<file path="config.mk">
export PLATFORM = sky130hd
export DESIGN_NAME = wb_stage
export DESIGN_NICKNAME = d
export VERILOG_FILES = /design/src/rtl/wb_stage.sv
export SDC_FILE = /design/constraint.sdc
export NUM_CORES = 1
export LEC_CHECK = 0
export ABC_AREA = 1
export CORE_MARGIN = 5
export CORE_UTILIZATION = 47
export DETAILED_ROUTE_END_ITERATION = 16
export GPL_TIMING_DRIVEN = 0
export PLACE_DENSITY = 0.81
export SETUP_SLACK_MARGIN = 0.2
export SLEW_MARGIN = 20
export SYNTH_ARGS = -nofsm -noshare
export SYNTH_HDL_FRONTEND = slang
export SYNTH_SLANG_ARGS = --single-unit
</file>
<file path="constraint.sdc">
create_clock -name clk -period 2.01 [get_ports clk]
set_input_delay 0.201 -clock clk [delete_from_list [all_inputs] [get_ports clk]]
set_output_delay 0.201 -clock clk [all_outputs]
set_load 0.05 [all_outputs]
</file>
<file path="src/rtl/wb_stage.sv">
// Write-back stage: holds one instruction from MEM, formats load data on capture,
// drives the register-file write port and counts retired instructions.
module wb_stage #(
   parameter int XLEN  = 32,
   parameter int RA_W  = 5,
   parameter int CNT_W = 64
) (
   input  logic             clk,
   input  logic             rst,
   input  logic             mem_valid,
   output logic             mem_ready,
   input  logic [XLEN-1:0]  mem_alu_result,
   input  logic [XLEN-1:0]  mem_load_data,
   input  logic [XLEN-1:0]  mem_pc_plus4,
   input  logic [RA_W-1:0]  mem_rd,
   input  logic             mem_reg_write,
   input  logic [1:0]       mem_wb_sel,
   input  logic [2:0]       mem_funct3,
   input  logic [1:0]       mem_addr_lo,
   input  logic             wb_stall,
   input  logic             wb_flush,
   output logic             wb_we,
   output logic [RA_W-1:0]  wb_rd,
   output logic [XLEN-1:0]  wb_data,
   output logic             wb_misalign,
   output logic [CNT_W-1:0] retire_count
);

   logic             valid_q, valid_d;
   logic             we_q, we_d;
   logic             misalign_q, misalign_d;
   logic [RA_W-1:0]  rd_q, rd_d;
   logic [XLEN-1:0]  data_q, data_d;
   logic [CNT_W-1:0] count_q, count_d;

   logic             capture;
   logic             retire;
   logic [7:0]       loadByte;
   logic [15:0]      loadHalf;
   logic [XLEN-1:0]  loadFmt;
   logic [XLEN-1:0]  selData;
   logic             loadMisalign;

   assign mem_ready = !valid_q || !wb_stall;
   // Flush kills both the held entry and any capture attempted in the same cycle.
   assign capture   = mem_valid && mem_ready && !wb_flush;
   assign retire    = valid_q && !wb_stall && !wb_flush;

   always_comb begin
      loadByte = mem_load_data[7:0];
      case (mem_addr_lo)
         2'd1:    loadByte = mem_load_data[15:8];
         2'd2:    loadByte = mem_load_data[23:16];
         2'd3:    loadByte = mem_load_data[31:24];
         default: loadByte = mem_load_data[7:0];
      endcase
      loadHalf = mem_addr_lo[1] ? mem_load_data[31:16] : mem_load_data[15:0];

      case (mem_funct3)
         3'b000:  loadFmt = XLEN'($signed(loadByte));
         3'b001:  loadFmt = XLEN'($signed(loadHalf));
         3'b010:  loadFmt = XLEN'($signed(mem_load_data[31:0]));
         3'b100:  loadFmt = XLEN'(loadByte);
         3'b101:  loadFmt = XLEN'(loadHalf);
         default: loadFmt = mem_load_data;
      endcase

      loadMisalign = 1'b0;
      if (mem_wb_sel == 2'b01) begin
         case (mem_funct3)
            3'b001, 3'b101: loadMisalign = mem_addr_lo[0];
            3'b010:         loadMisalign = (mem_addr_lo != 2'b00);
            default:        loadMisalign = 1'b0;
         endcase
      end

      case (mem_wb_sel)
         2'b01:   selData = loadFmt;
         2'b10:   selData = mem_pc_plus4;
         default: selData = mem_alu_result;
      endcase
   end

   // Flush wins over capture; a retire with no replacement empties the slot.
   always_comb begin
      valid_d    = valid_q;
      we_d       = we_q;
      rd_d       = rd_q;
      data_d     = data_q;
      misalign_d = misalign_q;
      count_d    = count_q;

      if (retire) count_d = count_q + CNT_W'(1);

      if (wb_flush) begin
         valid_d = 1'b0;
      end else if (capture) begin
         valid_d    = 1'b1;
         we_d       = mem_reg_write;
         rd_d       = mem_rd;
         data_d     = selData;
         misalign_d = loadMisalign;
      end else if (retire) begin
         valid_d = 1'b0;
      end
   end

   always_ff @(posedge clk) begin
      if (rst) begin
         valid_q    <= 1'b0;
         we_q       <= 1'b0;
         rd_q       <= '0;
         data_q     <= '0;
         misalign_q <= 1'b0;
         count_q    <= '0;
      end else begin
         valid_q    <= valid_d;
         we_q       <= we_d;
         rd_q       <= rd_d;
         data_q     <= data_d;
         misalign_q <= misalign_d;
         count_q    <= count_d;
      end
   end

   assign wb_we        = valid_q && we_q && (rd_q != '0) && !misalign_q && !wb_stall;
   assign wb_rd        = rd_q;
   assign wb_data      = data_q;
   assign wb_misalign  = misalign_q;
   assign retire_count = count_q;

endmodule

</file>
# Yosys cells after proc, flatten, opt, wreduce, memory -nomap -nowiden

Index checks and enable logic that the tools add are counted.
Widths: inputs -> output; s select.

Register bits: 104
Input bits: 114
Logic and storage cells: 45

$add $sub $neg: 1
Equal/unequal tests: 9
Multiplexer cells: 8
Bitwise operators: 1
Reductions and logical operators: 20

Operators with widths:

| cell                  | number |
|---|---|
| $pmux 32 s4           | 1 |
| $add 64x1->64 const B | 1 |
| $pmux 32 s2           | 1 |
| $pmux 8 s3            | 1 |
| $mux 16               | 1 |
| $logic_and 1x1->1     | 8 |
| $eq 2x2->1 const B    | 3 |
| $eq 3x3->1 const B    | 2 |
| $reduce_bool 5->1     | 1 |
| $eq 2x1->1 const B    | 2 |
| $logic_not 1->1       | 4 |
| $reduce_bool 2->1     | 2 |
| $reduce_or 2->1       | 2 |
| $eq 3x1->1 const B    | 1 |
| $eq 3x2->1 const B    | 1 |
| $logic_not 3->1       | 1 |
| $mux 1                | 3 |
| $pmux 1 s2            | 1 |
| $reduce_and 2->1      | 1 |
| $logic_or 1x1->1      | 1 |
| $not 1->1             | 1 |

# Logic depth before layout (Yosys ltp)

Gate-level depths: netlist of run 1.

Depth in word-level cells: 5
Gate-level depth with buffers: 12

# Worst setup path before layout of run 1

No wires, ideal clock.

Path kind: flip-flop to flip-flop
Start point: reg count_q[1], in the netlist retire_count[1]
End point: reg count_q[44], in the netlist retire_count[44]
Setup time: 0.115 ns
Arrival time: 1.912 ns
Slack: -0.017 ns
Cell stages (with the launch flop): 11
Period minus slack after synthesis: 2.027 ns
Path through: dfxtp_1 > ha_1 > nand2_1 > nor2_2 > nand2_2 > nor2_2 > nand4_1 > nor2_1 > nand2_1 > nand2_1 > nor2_1

Longest elaborated chain between the ends: 1

Ends and longest elaborated chain:

| element                  | line | source |
|---|---|---|
| start: declaration       | 34   | `logic [CNT_W-1:0] count_q, count_d;` |
| start signal: assignment | 122  | `count_q <= count_d;` |
| $add 64x1->64            | 93   | `if (retire) count_d = count_q + CNT_W'(1);` |

Every way passes these cells.
A chain may end at the register's enable or synchronous reset.

# Worst setup path after layout of run 1

Start point: reg count_q[51], in the netlist retire_count[51]
End point: out retire_count[51]

RTL lines:

| element          | line | source |
|---|---|---|
| end: declaration | 26   | `output logic [CNT_W-1:0] retire_count` |

No word-level cell between the ends.

==> results of run 1 <==
[layer usage]
metal | track usage (%) | part of all wire (%) | vias to the layer above
li1 | - | - | 4229
met1 | 37.0 | 39 | 3863
met2 | 52.2 | 47 | 398
met3 | 6.75 | 8.9 | 70
met4 | 13.4 | 4.5 | 0
met5 | 0 | 0 | -
[how the worst max path moves through the flow]
stage | from | endpoint | slack [ns]
6_report | retire_count[51] | retire_count[51] | 0.21
4_1_cts | wb_rd[1] | wb_we | 0.19
3_5_place_dp | mem_wb_sel[0] | wb_data[28] | -0.37
2_1_floorplan | retire_count[1] | retire_count[44] | 0.19
3_3_place_gp | mem_wb_sel[0] | wb_data[28] | -0.34
5_1_grt | retire_count[17] | retire_count[56] | 0.16
[sequential cells by signal, indices dropped and copies added, names as in the netlist]
register      count
retire_count     64
valid_q           1
wb_data          32
wb_misalign       1
wb_rd             5
we_q              1
[metrics by stage]
step / utilization [%] / total power, mW / hold slack (ns) / TNS [ns]
after CTS: 65.9 / 4.97 / 0.462 / 0
after detailed placement: 64.0 / 3.22 / 0.457 / -7.02
after global routing: 67.5 / 5.14 / 0.486 / 0
after floorplan: - / 2.73 / 0.349 / 0
final: 67.5 / 4.97 / 0.386 / 0
after global placement: 64.0 / 3.21 / 0.452 / -6.76
[placed cells by master, fill, tap and decap left out, drive strengths merged]
master / count
nand3: 42
nand3b: 1
clkinvlp: 1
a2111o: 1
dlymetal6s2s: 17
nor3b: 1
o211ai: 5
a31oi: 1
nor2: 222
and2: 3
nor3: 15
a21oi: 130
xnor2: 5
dlygate4sd2: 36
clkbuf: 42
nand2: 391
o21ai: 66
a41oi: 1
ha: 3
and3: 2
xor2: 10
clkinv: 2
o21a: 6
nand4: 18
bufinv: 1
clkdlybuf4s50: 162
diode: 1
dfxtp: 104
buf: 24
nor4: 1
inv: 106
[power breakdown]
group | switching [mW] | internal (mW)
clock network | 0.807 | 0.973
registers | 0.0302 | 2.11
logic | 0.624 | 0.430
[logic make-up (layout without fill, tap and decap cells)]
group	count (synthesis)	in the layout	share of synthesized area, %
DFF	104	104	30.7
xor gates and xnor gates	15	15	1.94
and+or+nand+nor	696	696	42.1
AOI/OAI and AO/OA	210	210	16.1
adders and majority gates	3	3	0.553
buffers and inverters	152	391	8.70
other	0	1	0
[cell type report]
type / instances / area share, %
Clock buffer: 12 / 2.44
Sequential cell: 104 / 21.8
Antenna cell: 1 / 0.0258
Timing Repair Buffer: 223 / 22.8
Buffer: 46 / 2.15
Clock inverter: 4 / 0.568
Tap cell: 184 / 2.37
Multi-Input combinational cell: 924 / 43.7
Inverter: 106 / 4.10
[timing repair]
action	CTS	global route
setup endpoints to repair	65	78
pin swaps	0	8
hold endpoints to repair	0	0
resized for setup	48	81
setup buffers	0	7
[tightest hold or removal path: cells and delay by family]
family | cells | cell delay [ns]
AND/OR/NAND/NOR | 1 | 0.12
buffers and inverters | 3 | 0.31
AO/OA/AOI/OAI | 1 | 0.07
==> results list, run 1 <==
- The run finished with clean final reports.
- Fraction of post-synthesis cell area in the top cell type by area: a little under a third
- Antenna violations before repair: 0
* Bufs on Longest Clock Path: 2
- DR WL/cell: 16.5 um
* Top Family by Delay on Critical Path: buffers and inverters
- Worst-skew pair later-pin latency: 0.36 ns
- Slew margin rel.: 52.7%
* Maximum number of pins on one net before global-route repair: 17
- Worst min-delay path startpoint: wb_stall
- Post-cts hold buffer count: 0
* Depth of the most critical reg-to-reg path: 8
- Period utilization: about 90%
- Placed cell count: roughly 1,600
- Number of nets in the synthesized netlist: around 1,300
- Final Slew Violations: 0
- PD cells: 513 mW/mm2
- Total Nets Final: 1,531
- Clock tree root buffer cell: clkbuf_16
* Number of sinks handled by clock tree synthesis: around 100
- Measured along the y axis, the die boundary spans about 130 um.
* Min Clock Period, post-route: 1.80 ns
- Fin. Hold Viols: 0
- The initial utilization of the core area, before any placement, comes to 47.2%.
- Static leakage: 4.08 nW
- Derived from the worst setup path, the maximum achievable clock frequency is 0.555 GHz.
- Together, buffers and inverters on the worst path number 1.
* Total via count after detailed routing: around 8,600
- Library cell occupying the most area in the post-synthesis netlist: dfxtp_1
- Row count: 44
- Area enclosed by the die boundary: 0.0169 mm2
- Placed Area: 0.00919 mm2
- Global routing used a little over 30% of the available tracks.
- The tool flagged a number of max-cap violations equal to 0.
- For flop-to-flop paths, the worst setup slack is 0.29 ns.
* Area occupied by multi-input gates: ~0.0042 mm2
* Count of routing violations after the opening detailed-route iteration: 638
* Via count of the first global-routing pass: 7,982
* Cell Area, Synth: 0.00679 mm2
- Worst Hold Class: in2reg
* Buffers added on ports: approximately 220
- Cell count along the critical path: 1
- Width of the chip: 130 um
* Peak supply drop: 418 uV
* IO Count: about 220
- Cell with the most instances after synthesis: nand2_1
- After layout, the worst setup slack is 0.210 ns.
- In this run the critical register-to-register path is launched from valid_q.
- Crit path cell chain: clkdlybuf4s50_1
- Setup violations remaining at the end of the flow were counted as 0.
* Library cells used by synthesis: 33
* Critical path endpoint category: primary output
- Top_reg_cell synth: dfxtp_1
- Portion of the post-synthesis area used by sequential elements: 30.7%
- Global-route wire length before repair: 40.6 mm
- By area the synthesized netlist is led by dfxtp_1 31%, nand2_1 21%, nor2_1 11%, a21oi_1 9.6%, inv_1 5.6%.
- Placeable core region: 0.0144 mm2
- Yosys printed 0 warnings.
- The clock tree synthesis step divided the H-tree into 3 levels.
- Worst Setup Slack post-DPL: -0.367 ns
- Aggregate global routing overflow: 0
- The worst setup path is launched from a flip-flop.
- TritonCTS Buffers: 9
- In this run, synthesis produced a sequential element count of between 100 and 150.
- For hold timing, the worst endpoint is valid_q.
- On the worst path, the slowest cell contributes a delay of 0.83 ns.
- Using the TritonRoute via totals, the vias-per-cell ratio works out to 5.34.
- Worst setup path category: reg2out
- The post-route netlist has under 10% of its cells at a drive strength greater than 1.
- TritonCTS built the clock tree.
* Router iterations before antenna repair: 5
* Final weighted congestion in routability-driven placement: slightly above 1
- With fillers left out, the area of the finished cells amounts to ~0.0097 mm2.
- Counting instances, the worst hold path has a depth of 5.
- Most used standard cells in the synthesized netlist: 388 x nand2_1, 206 x nor2_1, 130 x a21oi_1, 104 x dfxtp_1, 101 x inv_1
* FF+latch area: 0.00212 mm2
* Placed wire-length estimate after detailed placement: 21.4 mm
* Area Growth Syn to Fin: 42.9%
- # fillers: 1,342
- After clock tree synthesis, the clock-pin slew on the worst setup and hold paths is 0.07 ns.
- Average instance area after synthesis: 5.75 um2
- Proportion of register bits with asynchronous set or reset after synthesis: 0%
* Data required time at the worst endpoint: 1.81 ns
* Unrepaired setup endpoints after global routing: yes
- Non-filler instance count after layout: approximately 1,600
- Cell count after synthesis: about 1,200
- Peak fanout along the critical path: 4
* Slew of the pin with the lowest slew margin: 0.709 ns
- After detailed routing, the total wire length is 26.5 mm.
- Max Clock Skew: 0.0113 ns
- Cell with the largest stage delay on the worst path: clkdlybuf4s50_1
- The endpoint identified for the worst register-to-register timing path is retire_count[57].
* Number of nets with antenna violations after routing: 0
- The synthesized design contains 0 enable-type register cells.
- After detailed routing, the number of remaining DRC violations is 0.
- Critical Path AT: 1.60 ns
(Power assumes the default switching activity.)
==> run 2, diff against run 1 <==
--- a/config.mk
+++ b/config.mk
@@ -5,12 +5,11 @@
 export SDC_FILE = /design/constraint.sdc
 export NUM_CORES = 1
 export LEC_CHECK = 0
-export ABC_AREA = 1
 export CORE_MARGIN = 5
-export CORE_UTILIZATION = 47
+export CORE_UTILIZATION = 45
 export DETAILED_ROUTE_END_ITERATION = 16
 export GPL_TIMING_DRIVEN = 0
-export PLACE_DENSITY = 0.81
+export PLACE_DENSITY = 0.82
 export SETUP_SLACK_MARGIN = 0.2
 export SLEW_MARGIN = 20
 export SYNTH_ARGS = -nofsm -noshare
==> results list, run 2 <==
- The top cell family by delay on the critical path is simple AND/OR/NAND/NOR gates (was buffers and inverters).
* Final routed wirelength across all metal layers: 25.9 mm (was 26.5 mm)
* Number of diodes added for antenna fixing: 0 (was 1)
- The area of all placed cells without fillers was 0.00962 mm2 (was 0.00970 mm2).
- The number of top-level pins came to 218 (unchanged).
- Number of sinks handled by clock tree synthesis: 104 (unchanged)
- Top library cells by usage in the layout, fill and taps aside: 197 x clkdlybuf4s50_1, 88 x nand2_1, 54 x buf_4 (was 384 x nand2_1, 188 x nor2_1, 162 x clkdlybuf4s50_1)
* Cell count after synthesis: 715 (was 1,180)
- Non-filler instance count after layout: 1,186 (was 1,604)
- The initial antenna violation count is 0 (unchanged).
- The flip-flop count of the largest register, all copies and words added came to 64 (unchanged).
- The total nets after synthesis was 832 (was 1,297).
- The cell area after synthesis was 0.00566 mm2 (was 0.00679 mm2).
- The yosys synthesis warning count is 0 (unchanged).
* WHS: 0.262 ns (was 0.386 ns)
- Most area-consuming cells after synthesis: dfxtp_1 37%, nand2_1 6.2%, o21ai_0 5.8%, a21oi_1 5.6%, or3_1 3.6% (was dfxtp_1 31%, nand2_1 21%, nor2_1 11%, a21oi_1 9.6%, inv_1 5.6%)
- Most used standard cells in the synthesized netlist: 104 x dfxtp_1, 93 x nand2_1, 66 x o21ai_0, 63 x a21oi_1, 47 x nor2_1 (was 388 x nand2_1, 206 x nor2_1, 130 x a21oi_1, 104 x dfxtp_1, 101 x inv_1).
* Worst-skew pair later-pin latency: 0.36 ns (about the same)
- Worst setup path category: reg2reg (was reg2out)
* Bufs on Longest Clock Path: 2 (unchanged)
* Post-cts hold buffer count: 0 (unchanged)
- The count of port buffers added during placement was 216 (unchanged).
- Worst Setup Slack post-DPL: -0.889 ns (was -0.367 ns)
* Total Nets Final: 1,126 (was 1,531)
- Via count of the first global-routing pass: 6,817 (was 7,982)
* DR WL/cell: 21.9 um (was 16.5 um)
* Library cell occupying the most area in the post-synthesis netlist: dfxtp_1 (unchanged)
* Maximum achievable frequency: 0.473 GHz (was 0.555 GHz)
* Aggregate negative setup slack: -0.104 ns (was 0 ns)
- The placed wire-length estimate after detailed placement is 16.6 mm (was 21.4 mm).
- The placed cell area came to 0.00824 mm2 (was 0.00919 mm2).
- Number of register bits inferred by synthesis: 104 (unchanged)
- TritonCTS Buffers: 9 (unchanged)
- Global-route wire length before repair: 35.6 mm (was 40.6 mm)
- Proportion of layout cells with a drive suffix above 1: 25.8% (was 8.46%)
- Clock tree root buffer cell: clkbuf_16 (unchanged)
- Unrepaired setup endpoints after global routing: yes (unchanged).
- Total via count after detailed routing: 7,338 (was 8,560)
* Number of synthesized flops with an enable pin: 0 (unchanged)
* Most common cell after layout, fill and taps aside: clkdlybuf4s50_1 (was nand2_1)
- Critical Path AT: 2.34 ns (was 1.60 ns)
- The total global-route track usage was 30.3% (was 30.6%).
- The signed area change from the synthesized netlist to the final layout is 69.9% (was 42.9%).
- Maximum number of pins on one net before global-route repair: 20 (was 17)
* Width of the chip: 122 um (was 130 um)
- The row count was 41 (was 44).
- Final Core Density: 77.2% (was 67.5%)
- The die footprint was 0.0149 mm2 (was 0.0169 mm2).
- The initial core utilization was 45.4% (was 47.2%).
- The critical path data required time came to 2.24 ns (was 1.81 ns).
* Max Clock Skew: 0.0124 ns (was 0.0113 ns)
- Slew margin rel.: 55.3% (was 52.7%)
- The distinct cell type count of the synthesized netlist is 56 (was 33).
* Final Slew Violations: 0 (unchanged)
* Placeable core region: 0.0125 mm2 (was 0.0144 mm2)
- Crit path cell chain: nand3_4 -> buf_6 -> nor4_4 -> nand4_1 -> or3_1 -> a21oi_1 (was clkdlybuf4s50_1)
- The stage delay of the slowest cell on the critical path is 0.39 ns (was 0.83 ns).
* Chip Height: 122 um (was 130 um)
- The commonest register cell after synthesis was dfxtp_1 (unchanged).
- Cell with the largest stage delay on the worst path: dfxtp_4 (was clkdlybuf4s50_1)
- The final critical delay including setup and external delays is 2.11 ns (was 1.80 ns).
- Proportion of register bits with asynchronous set or reset after synthesis: 0% (unchanged)
* Cell with the most instances after synthesis: dfxtp_1 (was nand2_1)
- The static leakage power came to 3.65 nW (was 4.08 nW).
* Aggregate global routing overflow: 0 (unchanged)
* Worst setup SP type: flip-flop (unchanged)
- The CTS tree is built (unchanged).
* Setup violation total in the final timing report: 3 (was 0)
* Router iterations before antenna repair: 8 (was 5)
- Placed cell count: 1,103 (was 1,580)
- Average instance area after synthesis: 7.92 um2 (was 5.75 um2)
- The average via count per standard cell is 6.19 (was 5.34).
* Critical path endpoint category: flip-flop (was primary output)
* Design Power: 5.19 mW (was 4.97 mW)
* Worst Hold Class: in2reg (unchanged)
- The transition time at the pin with the least slew margin was 0.671 ns (was 0.709 ns).
- Number of max-cap violations: 0 (unchanged)
- The post-detailed-route DRC marker count is 0 (unchanged).
- The largest fanout on the critical path came to 4 (unchanged).
* Count of routing violations after the opening detailed-route iteration: 896 (was 638)
* Number of nets with antenna violations after routing: 0 (unchanged)
- Outcome: complete, but fails checks (was completed).
* Worst Slack Setup Final: -0.103 ns (was 0.210 ns)
* Final weighted congestion in routability-driven placement: 0.993 (was 1.03)
- The share of the synthesized area in the top cell type came to 36.8% (was 30.7%).
- The clock transition at the registers of the reported paths was 0.09 ns (was 0.07 ns).
- The worst voltage drop across the vdd grid is 518 uV (was 418 uV).
- The number of H-tree levels came to 3 (unchanged).
- Violations in the final reports: setup timing
* Portion of the post-synthesis area used by sequential elements: 36.8% (was 30.7%)
- Fin. Hold Viols: 0 (unchanged)
- PD cells: 540 mW/mm2 (was 513 mW/mm2)
- The period utilization came to 105% (was 89.6%).
- Count of buffering cells on the critical path with inverters included: 1 (unchanged)
run 2: per-layer routing:
| layer | track usage, % | routed length [um] | part of all wire, % | up-vias |
|---|---|---|---|---|
| met5 | 0 | 0 | 0 | - |
| met4 | 14.9 | 1780 | 6.9 | 0 |
| met3 | 7.38 | 2700 | 10 | 143 |
| met2 | 52.0 | 12400 | 48 | 519 |
| met1 | 35.2 | 9010 | 35 | 3418 |
| li1 | - | - | - | 3258 |
run 2: final timing paths:
kind	start	to	slack [ns]	cells after the start
worst max register to register	retire_count[3]	retire_count[35]	-0.10	6
worst max-delay path	retire_count[3]	retire_count[35]	-0.10	6
worst min register to register	we_q	we_q	0.46	2
worst min-delay path	wb_flush	valid_q	0.26	2
run 2: worst register-to-register path, stage by stage, from the launching register on:
cell,delay (ns)
dfxtp_4,0.39
nand3_4,0.11
buf_6,0.15
nor4_4,0.32
nand4_1,0.25
or3_1,0.40
a21oi_1,0.37
run 2: what timing repair did:
item | 4_1_cts | 5_1_grt
buffers inserted | 30 | 33
pin swaps | 36 | 33
setup endpoints to repair | 91 | 88
cloned | 3 | 1
gates resized for setup | 87 | 108
run 2: logic make-up (layout without fill, tap and decap cells):
family	after synthesis	in the layout	share of synthesized area, %
buf+inv	59	357	4.29
fa+ha+maj	3	3	0.663
compound gates	220	220	23.8
flops	104	104	36.8
mux	12	12	2.43
simple gates	289	290	27.8
xor+xnor	28	28	4.33
run 2: layout make-up:
| class | instances | area [um2] |
|---|---|---|
| clock inverters | 7 | 111 |
| inverters | 12 | 45.0 |
| well taps | 172 | 215 |
| flip-flops and latches | 104 | 2250 |
| fillers | 860 | 2840 |
| plain buffers | 47 | 307 |
| clock buffers | 9 | 225 |
| multi-input cells | 553 | 3730 |
| repair buffers | 282 | 2740 |
run 2: report_power, final:
| group | total, mW | leakage (nW) | switching [mW] | internal [mW] |
|---|---|---|---|---|
| combinational | 1.06 | 2.60 | 0.596 | 0.462 |
| sequential | 2.10 | 0.885 | 0.0358 | 2.06 |
| clock | 2.04 | 0.164 | 0.919 | 1.12 |
